## config.mk

```make
export PLATFORM = sky130hd
export DESIGN_NAME = cordic_arbiter_flat
export DESIGN_NICKNAME = d
export VERILOG_FILES = /design/src/rtl/cordic_arbiter_if.sv /design/src/rtl/cordic_arbiter.sv /design/src/flat_wrapper.sv
export SDC_FILE = /design/constraint.sdc
export NUM_CORES = 1
export LEC_CHECK = 0
export CAP_MARGIN = 20
export CORE_AREA = 2 2 159 161
export CTS_CLUSTER_DIAMETER = 200
export DETAILED_ROUTE_END_ITERATION = 10
export DIE_AREA = 0 0 161 163
export HOLD_SLACK_MARGIN = 0.06
export PLACE_DENSITY = 0.6
export REMOVE_ABC_BUFFERS = 1
export SYNTH_ARGS = -nofsm -noshare
export SYNTH_HDL_FRONTEND = slang
export SYNTH_SLANG_ARGS = --single-unit
```

## constraint.sdc

```tcl
create_clock -name i_clk -period 5.7 [get_ports i_clk]
set_clock_uncertainty 0.15 [all_clocks]
set_input_delay 0.57 -clock i_clk [delete_from_list [all_inputs] [get_ports i_clk]]
set_output_delay 0.57 -clock i_clk [all_outputs]
set_load 0.03 [all_outputs]
```

## src/rtl/cordic_arbiter_if.sv

```systemverilog
`default_nettype none
// +------------------------------------------------------------------+
// | cordic_arbiter_if                                                |
// | Requester-side and CORDIC-side buses of the CORDIC arbiter.      |
// | slave  : arbiter view.                                           |
// | master : environment view (requesters and CORDIC).               |
// | Revision: 1.0  initial release                                   |
// +------------------------------------------------------------------+
interface cordic_arbiter_if #(
   parameter int NREQ = 4,
   parameter int IDW  = $clog2(NREQ)
);
   // requester side
   logic [NREQ-1:0]    i_req_valid;
   logic [NREQ-1:0]    o_req_ready;
   logic [16*NREQ-1:0] i_req_x;
   logic [16*NREQ-1:0] i_req_y;
   logic [32*NREQ-1:0] i_req_phase;
   logic [NREQ-1:0]    o_rsp_valid;
   logic [15:0]        o_rsp_x;
   logic [15:0]        o_rsp_y;
   logic               o_rsp_err;
   logic [IDW-1:0]     o_rsp_id;
   // CORDIC side
   logic               o_c_reset;
   logic               o_c_stb;
   logic [15:0]        o_c_x;
   logic [15:0]        o_c_y;
   logic [31:0]        o_c_phase;
   logic               i_c_busy;
   logic               i_c_done;
   logic [15:0]        i_c_x;
   logic [15:0]        i_c_y;

   modport slave (
      input  i_req_valid, i_req_x, i_req_y, i_req_phase,
      input  i_c_busy, i_c_done, i_c_x, i_c_y,
      output o_req_ready, o_rsp_valid, o_rsp_x, o_rsp_y, o_rsp_err, o_rsp_id,
      output o_c_reset, o_c_stb, o_c_x, o_c_y, o_c_phase
   );

   modport master (
      output i_req_valid, i_req_x, i_req_y, i_req_phase,
      output i_c_busy, i_c_done, i_c_x, i_c_y,
      input  o_req_ready, o_rsp_valid, o_rsp_x, o_rsp_y, o_rsp_err, o_rsp_id,
      input  o_c_reset, o_c_stb, o_c_x, o_c_y, o_c_phase
   );
endinterface
`default_nettype wire

```

## src/rtl/cordic_arbiter.sv

```systemverilog
`default_nettype none
// +------------------------------------------------------------------+
// | cordic_arbiter                                                   |
// | Round-robin arbiter/sequencer sharing one sequential CORDIC      |
// | rotator among NREQ requesters. One request in flight at a time.  |
// | Optional macro CORDIC_ARB_TIMEOUT_EN: abort WAIT after TIMEOUT   |
// | cycles, reset the CORDIC and answer with an error response.      |
// | Revision: 1.0  initial release                                   |
// +------------------------------------------------------------------+
module cordic_arbiter #(
   parameter int NREQ    = 4,
   parameter int IDW     = $clog2(NREQ),
   parameter int TIMEOUT = 32
) (
   input  logic            i_clk,
   input  logic            i_reset,
   cordic_arbiter_if.slave bus
);

   typedef enum logic [1:0] {
      IDLE  = 2'd0,
      ISSUE = 2'd1,
      WAIT  = 2'd2,
      RESP  = 2'd3
   } state_t;

   state_t         state;
   state_t         state_nxt;
   logic [IDW-1:0] rr;
   logic [IDW-1:0] grant;
   logic [IDW-1:0] win;
   logic [IDW-1:0] win_inc;
   logic [IDW:0]   sum;
   logic [IDW-1:0] idx;
   logic           found;
   logic           handshake;
   logic           abort;
   logic [15:0]    op_x;
   logic [15:0]    op_y;
   logic [31:0]    op_phase;
   logic [15:0]    rsp_x;
   logic [15:0]    rsp_y;

   // Round-robin search: first valid requester at or above rr, wrapping at NREQ
   always_comb begin
      found = 1'b0;
      win   = rr;
      sum   = '0;
      idx   = '0;
      for (int i = 0; i < NREQ; i++) begin
         sum = {1'b0, rr} + (IDW+1)'(i);
         if (sum >= (IDW+1)'(NREQ)) begin
            sum = sum - (IDW+1)'(NREQ);
         end
         idx = sum[IDW-1:0];
         if (!found && bus.i_req_valid[idx]) begin
            found = 1'b1;
            win   = idx;
         end
      end
   end

   assign handshake = (state == IDLE) && found;
   assign win_inc   = (win == IDW'(NREQ-1)) ? '0 : win + IDW'(1);

`ifdef CORDIC_ARB_TIMEOUT_EN
   localparam int CW = (TIMEOUT > 1) ? $clog2(TIMEOUT) : 1;

   logic [CW-1:0] wait_cnt;
   logic          err;

   // WAIT-cycle counter, cleared whenever the FSM is not waiting
   always_ff @(posedge i_clk) begin
      if (i_reset || state != WAIT) begin
         wait_cnt <= '0;
      end else begin
         wait_cnt <= wait_cnt + CW'(1);
      end
   end

   // Error flag captured on the WAIT->RESP transition
   always_ff @(posedge i_clk) begin
      if (i_reset) begin
         err <= 1'b0;
      end else if (state == WAIT) begin
         err <= abort;
      end
   end

   // A result arriving on the last allowed cycle wins over the abort
   assign abort         = (state == WAIT) && !bus.i_c_done && (wait_cnt == CW'(TIMEOUT-1));
   assign bus.o_rsp_err = (state == RESP) && err;
   assign bus.o_c_reset = i_reset | abort;
`else
   assign abort         = 1'b0;
   assign bus.o_rsp_err = 1'b0;
   assign bus.o_c_reset = i_reset;
`endif

   // FSM state register
   always_ff @(posedge i_clk) begin
      if (i_reset) begin
         state <= IDLE;
      end else begin
         state <= state_nxt;
      end
   end

   // FSM next state and strobes
   always_comb begin
      state_nxt       = state;
      bus.o_req_ready = '0;
      bus.o_rsp_valid = '0;
      bus.o_c_stb     = 1'b0;
      case (state)
         IDLE: begin
            if (handshake) begin
               bus.o_req_ready = NREQ'(1) << win;
               state_nxt       = ISSUE;
            end
         end
         ISSUE: begin
            if (!bus.i_c_busy) begin
               bus.o_c_stb = 1'b1;
               state_nxt   = WAIT;
            end
         end
         WAIT: begin
            if (bus.i_c_done || abort) begin
               state_nxt = RESP;
            end
         end
         RESP: begin
            bus.o_rsp_valid = NREQ'(1) << grant;
            state_nxt       = IDLE;
         end
         default: state_nxt = IDLE;
      endcase
   end

   // Grant/pointer, operand capture on handshake, result capture in WAIT
   always_ff @(posedge i_clk) begin
      if (i_reset) begin
         rr       <= '0;
         grant    <= '0;
         op_x     <= '0;
         op_y     <= '0;
         op_phase <= '0;
         rsp_x    <= '0;
         rsp_y    <= '0;
      end else begin
         if (handshake) begin
            grant    <= win;
            rr       <= win_inc;
            op_x     <= bus.i_req_x[{win, 4'b0000} +: 16];
            op_y     <= bus.i_req_y[{win, 4'b0000} +: 16];
            op_phase <= bus.i_req_phase[{win, 5'b00000} +: 32];
         end
         if (state == WAIT) begin
            if (bus.i_c_done) begin
               rsp_x <= bus.i_c_x;
               rsp_y <= bus.i_c_y;
            end else if (abort) begin
               rsp_x <= '0;
               rsp_y <= '0;
            end
         end
      end
   end

   assign bus.o_c_x     = op_x;
   assign bus.o_c_y     = op_y;
   assign bus.o_c_phase = op_phase;
   assign bus.o_rsp_x   = rsp_x;
   assign bus.o_rsp_y   = rsp_y;
   assign bus.o_rsp_id  = grant;

endmodule
`default_nettype wire

```

## src/flat_wrapper.sv

```systemverilog
// flat-port wrapper written by rule: the top's interface ports become plain ports
module cordic_arbiter_flat 
#(
   parameter int NREQ    = 4,
   parameter int IDW     = $clog2(NREQ),
   parameter int TIMEOUT = 32
)
  (i_clk, i_reset, bus_i_req_valid, bus_i_req_x, bus_i_req_y, bus_i_req_phase, bus_i_c_busy, bus_i_c_done, bus_i_c_x, bus_i_c_y, bus_o_req_ready, bus_o_rsp_valid, bus_o_rsp_x, bus_o_rsp_y, bus_o_rsp_err, bus_o_rsp_id, bus_o_c_reset, bus_o_c_stb, bus_o_c_x, bus_o_c_y, bus_o_c_phase);
  cordic_arbiter_if #(.NREQ(NREQ), .IDW(IDW)) bus_i ();
  input  logic i_clk;
  input  logic i_reset;
  input wire logic [$bits(bus_i.i_req_valid)-1:0] bus_i_req_valid;
  input wire logic [$bits(bus_i.i_req_x)-1:0] bus_i_req_x;
  input wire logic [$bits(bus_i.i_req_y)-1:0] bus_i_req_y;
  input wire logic [$bits(bus_i.i_req_phase)-1:0] bus_i_req_phase;
  input wire logic [$bits(bus_i.i_c_busy)-1:0] bus_i_c_busy;
  input wire logic [$bits(bus_i.i_c_done)-1:0] bus_i_c_done;
  input wire logic [$bits(bus_i.i_c_x)-1:0] bus_i_c_x;
  input wire logic [$bits(bus_i.i_c_y)-1:0] bus_i_c_y;
  output wire logic [$bits(bus_i.o_req_ready)-1:0] bus_o_req_ready;
  output wire logic [$bits(bus_i.o_rsp_valid)-1:0] bus_o_rsp_valid;
  output wire logic [$bits(bus_i.o_rsp_x)-1:0] bus_o_rsp_x;
  output wire logic [$bits(bus_i.o_rsp_y)-1:0] bus_o_rsp_y;
  output wire logic [$bits(bus_i.o_rsp_err)-1:0] bus_o_rsp_err;
  output wire logic [$bits(bus_i.o_rsp_id)-1:0] bus_o_rsp_id;
  output wire logic [$bits(bus_i.o_c_reset)-1:0] bus_o_c_reset;
  output wire logic [$bits(bus_i.o_c_stb)-1:0] bus_o_c_stb;
  output wire logic [$bits(bus_i.o_c_x)-1:0] bus_o_c_x;
  output wire logic [$bits(bus_i.o_c_y)-1:0] bus_o_c_y;
  output wire logic [$bits(bus_i.o_c_phase)-1:0] bus_o_c_phase;
  assign bus_i.i_req_valid = bus_i_req_valid;
  assign bus_i.i_req_x = bus_i_req_x;
  assign bus_i.i_req_y = bus_i_req_y;
  assign bus_i.i_req_phase = bus_i_req_phase;
  assign bus_i.i_c_busy = bus_i_c_busy;
  assign bus_i.i_c_done = bus_i_c_done;
  assign bus_i.i_c_x = bus_i_c_x;
  assign bus_i.i_c_y = bus_i_c_y;
  assign bus_o_req_ready = bus_i.o_req_ready;
  assign bus_o_rsp_valid = bus_i.o_rsp_valid;
  assign bus_o_rsp_x = bus_i.o_rsp_x;
  assign bus_o_rsp_y = bus_i.o_rsp_y;
  assign bus_o_rsp_err = bus_i.o_rsp_err;
  assign bus_o_rsp_id = bus_i.o_rsp_id;
  assign bus_o_c_reset = bus_i.o_c_reset;
  assign bus_o_c_stb = bus_i.o_c_stb;
  assign bus_o_c_x = bus_i.o_c_x;
  assign bus_o_c_y = bus_i.o_c_y;
  assign bus_o_c_phase = bus_i.o_c_phase;
  cordic_arbiter #(.NREQ(NREQ), .IDW(IDW), .TIMEOUT(TIMEOUT)) u_core (.i_clk(i_clk), .i_reset(i_reset), .bus(bus_i));
endmodule
```

# [Yosys cells after proc, flatten, opt, wreduce, memory -nomap -nowiden]
# Index checks and enable logic that the tools add are counted.
[word_totals] input_bits=296 reg_bits=102 wordCells=76 output_inout_bits=109
[classes] add_sub_neg=8 muxes=30 reduce_logical=10 magnitude_cmp=8 n_eq_ne=7 n_shift=5
[ops] operator="128-bit by 8-bit variable part select with 32-bit output" n=1
[ops] operator="64-bit by 7-bit variable part select with 16-bit output" n=2
[ops] operator="2-bit two-way mux" n=12
[ops] operator="2-bit by 3-bit less-than comparator with 1-bit output (second input constant)" n=4
[ops] operator="4-bit two-way mux" n=3
[ops] operator="1-bit two-way mux" n=10
[ops] operator="3-bit >= comparator (second input constant)" n=3
[ops] operator="1-bit binary-select mux with 2-bit select" n=4
[ops] operator="2-bit case mux with 4 select lines" n=1
[ops] operator="1-bit by 2-bit << shifter with 4-bit output (first input constant)" n=2
[ops] operator="2-bit by 1-bit subtractor with 2-bit output (second input constant)" n=4
[ops] operator="2-bit by 2-bit adder with 3-bit output (second input constant)" n=2
[ops] operator="2-bit equality test (second input constant)" n=3
[ops] operator="1-bit logical AND" n=4
[ops] operator="2-bit != test (second input constant)" n=2
[ops] operator="2-bit by 1-bit adder with 3-bit output (second input constant)" n=1
[ops] operator="2-bit by 3-bit >= comparator with 1-bit output (second input constant)" n=1
[ops] operator="1-bit zero test" n=3
[ops] operator="3-bit AND reduction" n=1
[ops] operator="2-bit by 1-bit adder with 2-bit output (second input constant)" n=1
[ops] operator="2-bit by 1-bit equality test with 1-bit output (second input constant)" n=1
[ops] operator="2-bit zero test" n=1
[ops] operator="2-bit by 1-bit != test with 1-bit output (second input constant)" n=1
[ops] operator="2-bit AND reduction" n=1

# [Logic depth before layout (Yosys ltp)]
[depth] word_depth=17 ltp_mapped=9

# [Least setup slack after synthesis]
# OpenSTA, ideal clock, no wires.
[synth_path] path_kind="input port to output port" from="input bus_i_req_valid[0]" to="output bus_o_req_ready[0]" path_buffers=1 t_arrival_ns=2.263 t_required_ns=4.980 setup_slack_ns=2.717 path_stages=6 path_cell_list="nor2b_1 a21oi_1 o211ai_2 clkbuf_1 inv_1 nor3_1"
[synth_between] elab_chain_cells=15 word_cells_on_any_way=26 cone_classes="1 x shift; 18 x mux; 7 x reduce/logical"
[synth_lines] element="start: declaration" line="flat_wrapper.sv:12" text="input wire logic [$bits(bus_i.i_req_valid)-1:0] bus_i_req_valid;"
[synth_lines] element="1-bit binary-select mux with 2-bit select" line="cordic_arbiter.sv:56" text="if (!found && bus.i_req_valid[idx]) begin"
[synth_lines] element="1-bit two-way mux (not written as such)" line="cordic_arbiter.sv:56"
[synth_lines] element="1-bit two-way mux" line="cordic_arbiter.sv:56"
[synth_lines] element="1-bit zero test" line="cordic_arbiter.sv:56"
[synth_lines] element="1-bit logical AND" line="cordic_arbiter.sv:56"
[synth_lines] element="1-bit two-way mux" line="cordic_arbiter.sv:56"
[synth_lines] element="1-bit zero test" line="cordic_arbiter.sv:56"
[synth_lines] element="1-bit logical AND" line="cordic_arbiter.sv:56"
[synth_lines] element="1-bit two-way mux" line="cordic_arbiter.sv:56"
[synth_lines] element="1-bit zero test" line="cordic_arbiter.sv:56"
[synth_lines] element="1-bit logical AND" line="cordic_arbiter.sv:56"
[synth_lines] element="2-bit two-way mux / 1-bit two-way mux (equally long branches)" line="cordic_arbiter.sv:56"
[synth_lines] element="1-bit by 2-bit << shifter with 4-bit output / 1-bit logical AND (equally long branches)" line="cordic_arbiter.sv:118, cordic_arbiter.sv:63"
[synth_lines] element="4-bit two-way mux (*)" line="cordic_arbiter.sv:117" text="if (handshake) begin"
[synth_lines] element="4-bit two-way mux (*)" line="cordic_arbiter.sv:115" text="case (state)"
[synth_lines] element="end: declaration" line="flat_wrapper.sv:20" text="output wire logic [$bits(bus_i.o_req_ready)-1:0] bus_o_req_ready;"
# Mark *: on every way between the ends. The rest lies on a longest branch, timed or not. The select of a mux whose other input is x is not followed.

# [Final worst setup path]
[layout_path] from="input bus_i_req_valid[3]" to="output bus_o_req_ready[3]"
# The elaborated chain is that of the path after synthesis.

==> impl_metrics.ini <==
[status]
status = finished, final reports clean

[global_route]
gr-total-overflow = 0
initial_antenna_violation_count = 0
vias_in_the_first_global_route = 5689
grt_usage_pct = 17.1
grt_pass1_wl_um = 34500
grt_start_max_net_pins = 66

[placed_design]
placement.setup.worst_slack_ns = 1.89
placement.io_buffers = 403
place.gp.congestion = 0.841
dp_hpwl_um = 17900

[worst_setup_path]
regToRegSetupSlack_ns = 2.71
setup.worst_path.class = in2out
critical-path-top-delay-family = buffers and inverters
maximum_net_fanout_on_the_critical_path = 28
r2r-start = u_core.rr[0]$_SDFFE_PP0N_
timing.critical_path.from = bus_i_req_valid[3]
critPathMaxStageDelay_ns = 0.67
worst_path_slowest_cell = sky130_fd_sc_hd__clkdlybuf4s50_1
timing.critical_path.to_type = primary output
wp_data_arrival_ns = 3.03
crit_chain = clkdlybuf4s50_1 > and3b_1 > nor4_2 > nor2_4 > inv_4 > ha_1 > and2_1 > clkdlybuf4s50_1
worst_path_most_repeated_cell = sky130_fd_sc_hd__clkdlybuf4s50_1
worstPathRequired_ns = 4.98
worstPathBufferInverterCount = 3
critPathLaunchType = input port

[floorplanning]
floorplan.initialDensity_pct = 20.7
ioPinCount = 405
die_area_mm2 = 0.0262
coreArea_mm2 = 0.0247
floorplan.die.width_um = 161
floorplan.die.height_um = 163
cell_row_count = 58

[route]
detail_route.wirelength_um = 23800
wl_per_cell_um = 18.6
drt_first_iter_violations = 391
vias = 5854
drt-vias-per-instance = 4.58
route.antenna.remaining_nets = 0
drt-pass1-iter-count = 5
post-route-drc-count = 0

[synthesis]
postSynthCellCount = 570
syn-cell-area_mm2 = 0.00512
synth-async-reset-ratio_pct = 0
synth.distinct_cells = 36
seq_area_frac_synth_pct = 39.9
synth_top_flop_cell = sky130_fd_sc_hd__dfxtp_1
yosysWarningCount = 0
synth_enable_flop_cells = 0
flop_and_latch_count_out_of_synthesis = 102
synth_area_per_cell_um2 = 8.98

[clock_tree]
cts_root_buffer = sky130_fd_sc_hd__clkbuf_16
tritoncts = yes
cts-buffers-inserted = 9
cts-resized-gates = 0
clk_pin_slew_worst_paths_ns = 0.07
cts.sinks = 102
cts_buffer_depth = 2
post-cts-setup-buffer-count = 0
clk_latency_ns = 0.35
clock_tree.htree_level_count = 3
cts-hold-fix-buffers = 0

[timing]
period_minus_slack_ns = 3.75
slew-limit-headroom_pct = 48.9
setup_repair_after_global_routing_missed_its_margin = false
holdWs_ns = 0.306
maxSlewViolCount = 0
setup_slack_ns = 1.95
worst_pin_slew_ns = 0.766
fin_crit_sh_pct = 65.8
hold_viol = 0
setup_viol = 0
timing.fmax_ghz = 0.266
final.setup.tns_ns = 0

[min_path]
tightest_hold_check_type = reg2reg
min_from = u_core.bus.o_rsp_x[13]$_SDFFE_PP0P_

[final_layout]
syn2layout_area_growth_pct = 90.5
finish.net_count = 1244
antenna_cells = 0
proportion_of_layout_cells_with_a_drive_suffix_above_1_pct = 10.4

[flow_run]
drv.max_cap_violation_count = 0

[power_and_ir_drop]
power.density_mw_per_mm2 = 422
power.ir.vdd_worst_mv = 0.188
total_leakage_power_nw = 3.42
==> layout make-up <==
class,count,area [um2]
clock buffer,9,225
clock inverter,7,80.1
fill,2470,14900
inverter,6,25.0
multi-input combinational,409,2810
sequential,102,2040
tap,330,413
timing repair buffer,415,4150
==> routing by layer <==
metal / global-route usage [%] / share of wire, % / wire length (um)
met1: 21.7 / 42 / 10000
met2: 28.7 / 49 / 11700
met3: 3.77 / 6.7 / 1600
met4: 5.84 / 2.1 / 512
met5: 0 / 0 / 0
==> worst min-delay path: cells and delay by family (launching register included) <==
| kind | cells | cell delay (ns) |
|---|---|---|
| DFF | 1 | 0.31 |
| and+or+nand+nor | 1 | 0.05 |
| AOI/OAI and AO/OA | 1 | 0.05 |
==> logic make-up (layout without fill, tap and decap cells) <==
kind of cell / count (synthesis) / after routing / synth area share [%]
AO/OA/AOI/OAI: 233 / 233 / 29.4
adder cells (fa/ha/maj): 5 / 5 / 1.22
buffers and inverters: 59 / 437 / 5.58
flip-flops: 102 / 102 / 39.9
multiplexers: 66 / 66 / 14.5
other: 1 / 1 / 0.0733
AND/OR/NAND/NOR: 104 / 104 / 9.29
==> stage by stage <==
step	instances	area [um2]	utilization [%]	total power [W]
finish	1278	9740	39.5	0.00412
global route	1278	9740	39.5	0.00435
CTS	1278	9740	39.5	0.00417
detailed placement	1262	9440	38.3	0.00348
global placement	1260	9400	38.1	0.00346
floorplan	517	4860	-	0.00238
==> worst paths after layout <==
kind,to,depth (start not counted)
worst max-delay path,bus_o_req_ready[3],8
worst min register to register,u_core.bus.o_rsp_x[13]$_SDFFE_PP0P_,2
worst max register to register,u_core.bus.o_c_phase[4]$_SDFFE_PP0N_,8
worst min-delay path,u_core.bus.o_rsp_x[13]$_SDFFE_PP0P_,2
==> flip-flops by register name (all words and copies together), names as in the netlist <==
name                  cells
u_core.bus.o_c_phase     32
u_core.bus.o_c_x         16
u_core.bus.o_c_y         16
u_core.bus.o_rsp_id       2
u_core.bus.o_rsp_x       16
u_core.bus.o_rsp_y       16
u_core.rr                 2
u_core.state              2
==> cells in the final DEF (no fill, tap or decap), drive strengths merged, types with 2 or more instances in the layout <==
cell type      netlist  layout
nor2                13      13
ha                   5       5
a21oi               37      37
mux2i                2       2
nor3                 7       7
inv                  6       9
nor2b                5       5
nand2               69      69
nor4                 2       2
mux2                64      64
clkinv               0       2
nand2b               2       2
clkdlybuf4s50        0     403
a22oi              126     126
clkbuf              22       9
and3b                2       2
and2                 2       2
dfxtp              102     102
buf                 31      12
o21ai               65      65
==> cell usage after synthesis, drive strengths merged, types with 5 or more instances <==
cell / instances / area (um2)
buf: 31 / 178
ha: 5 / 62.6
nor2b: 5 / 31.3
nor2: 13 / 63.8
a22oi: 126 / 946
a21oi: 37 / 185
clkbuf: 22 / 82.6
o21ai: 65 / 329
inv: 6 / 25.0
nor3: 7 / 46.3
mux2: 64 / 721
dfxtp: 102 / 2040
nand2: 69 / 259
==> power by group <==
group          switching (W)  internal, W
Clock               0.000317     0.000348
Combinational        0.00130     0.000998
Sequential          0.000167     0.000990
Note: power is estimated with default switching activity, not from simulation.
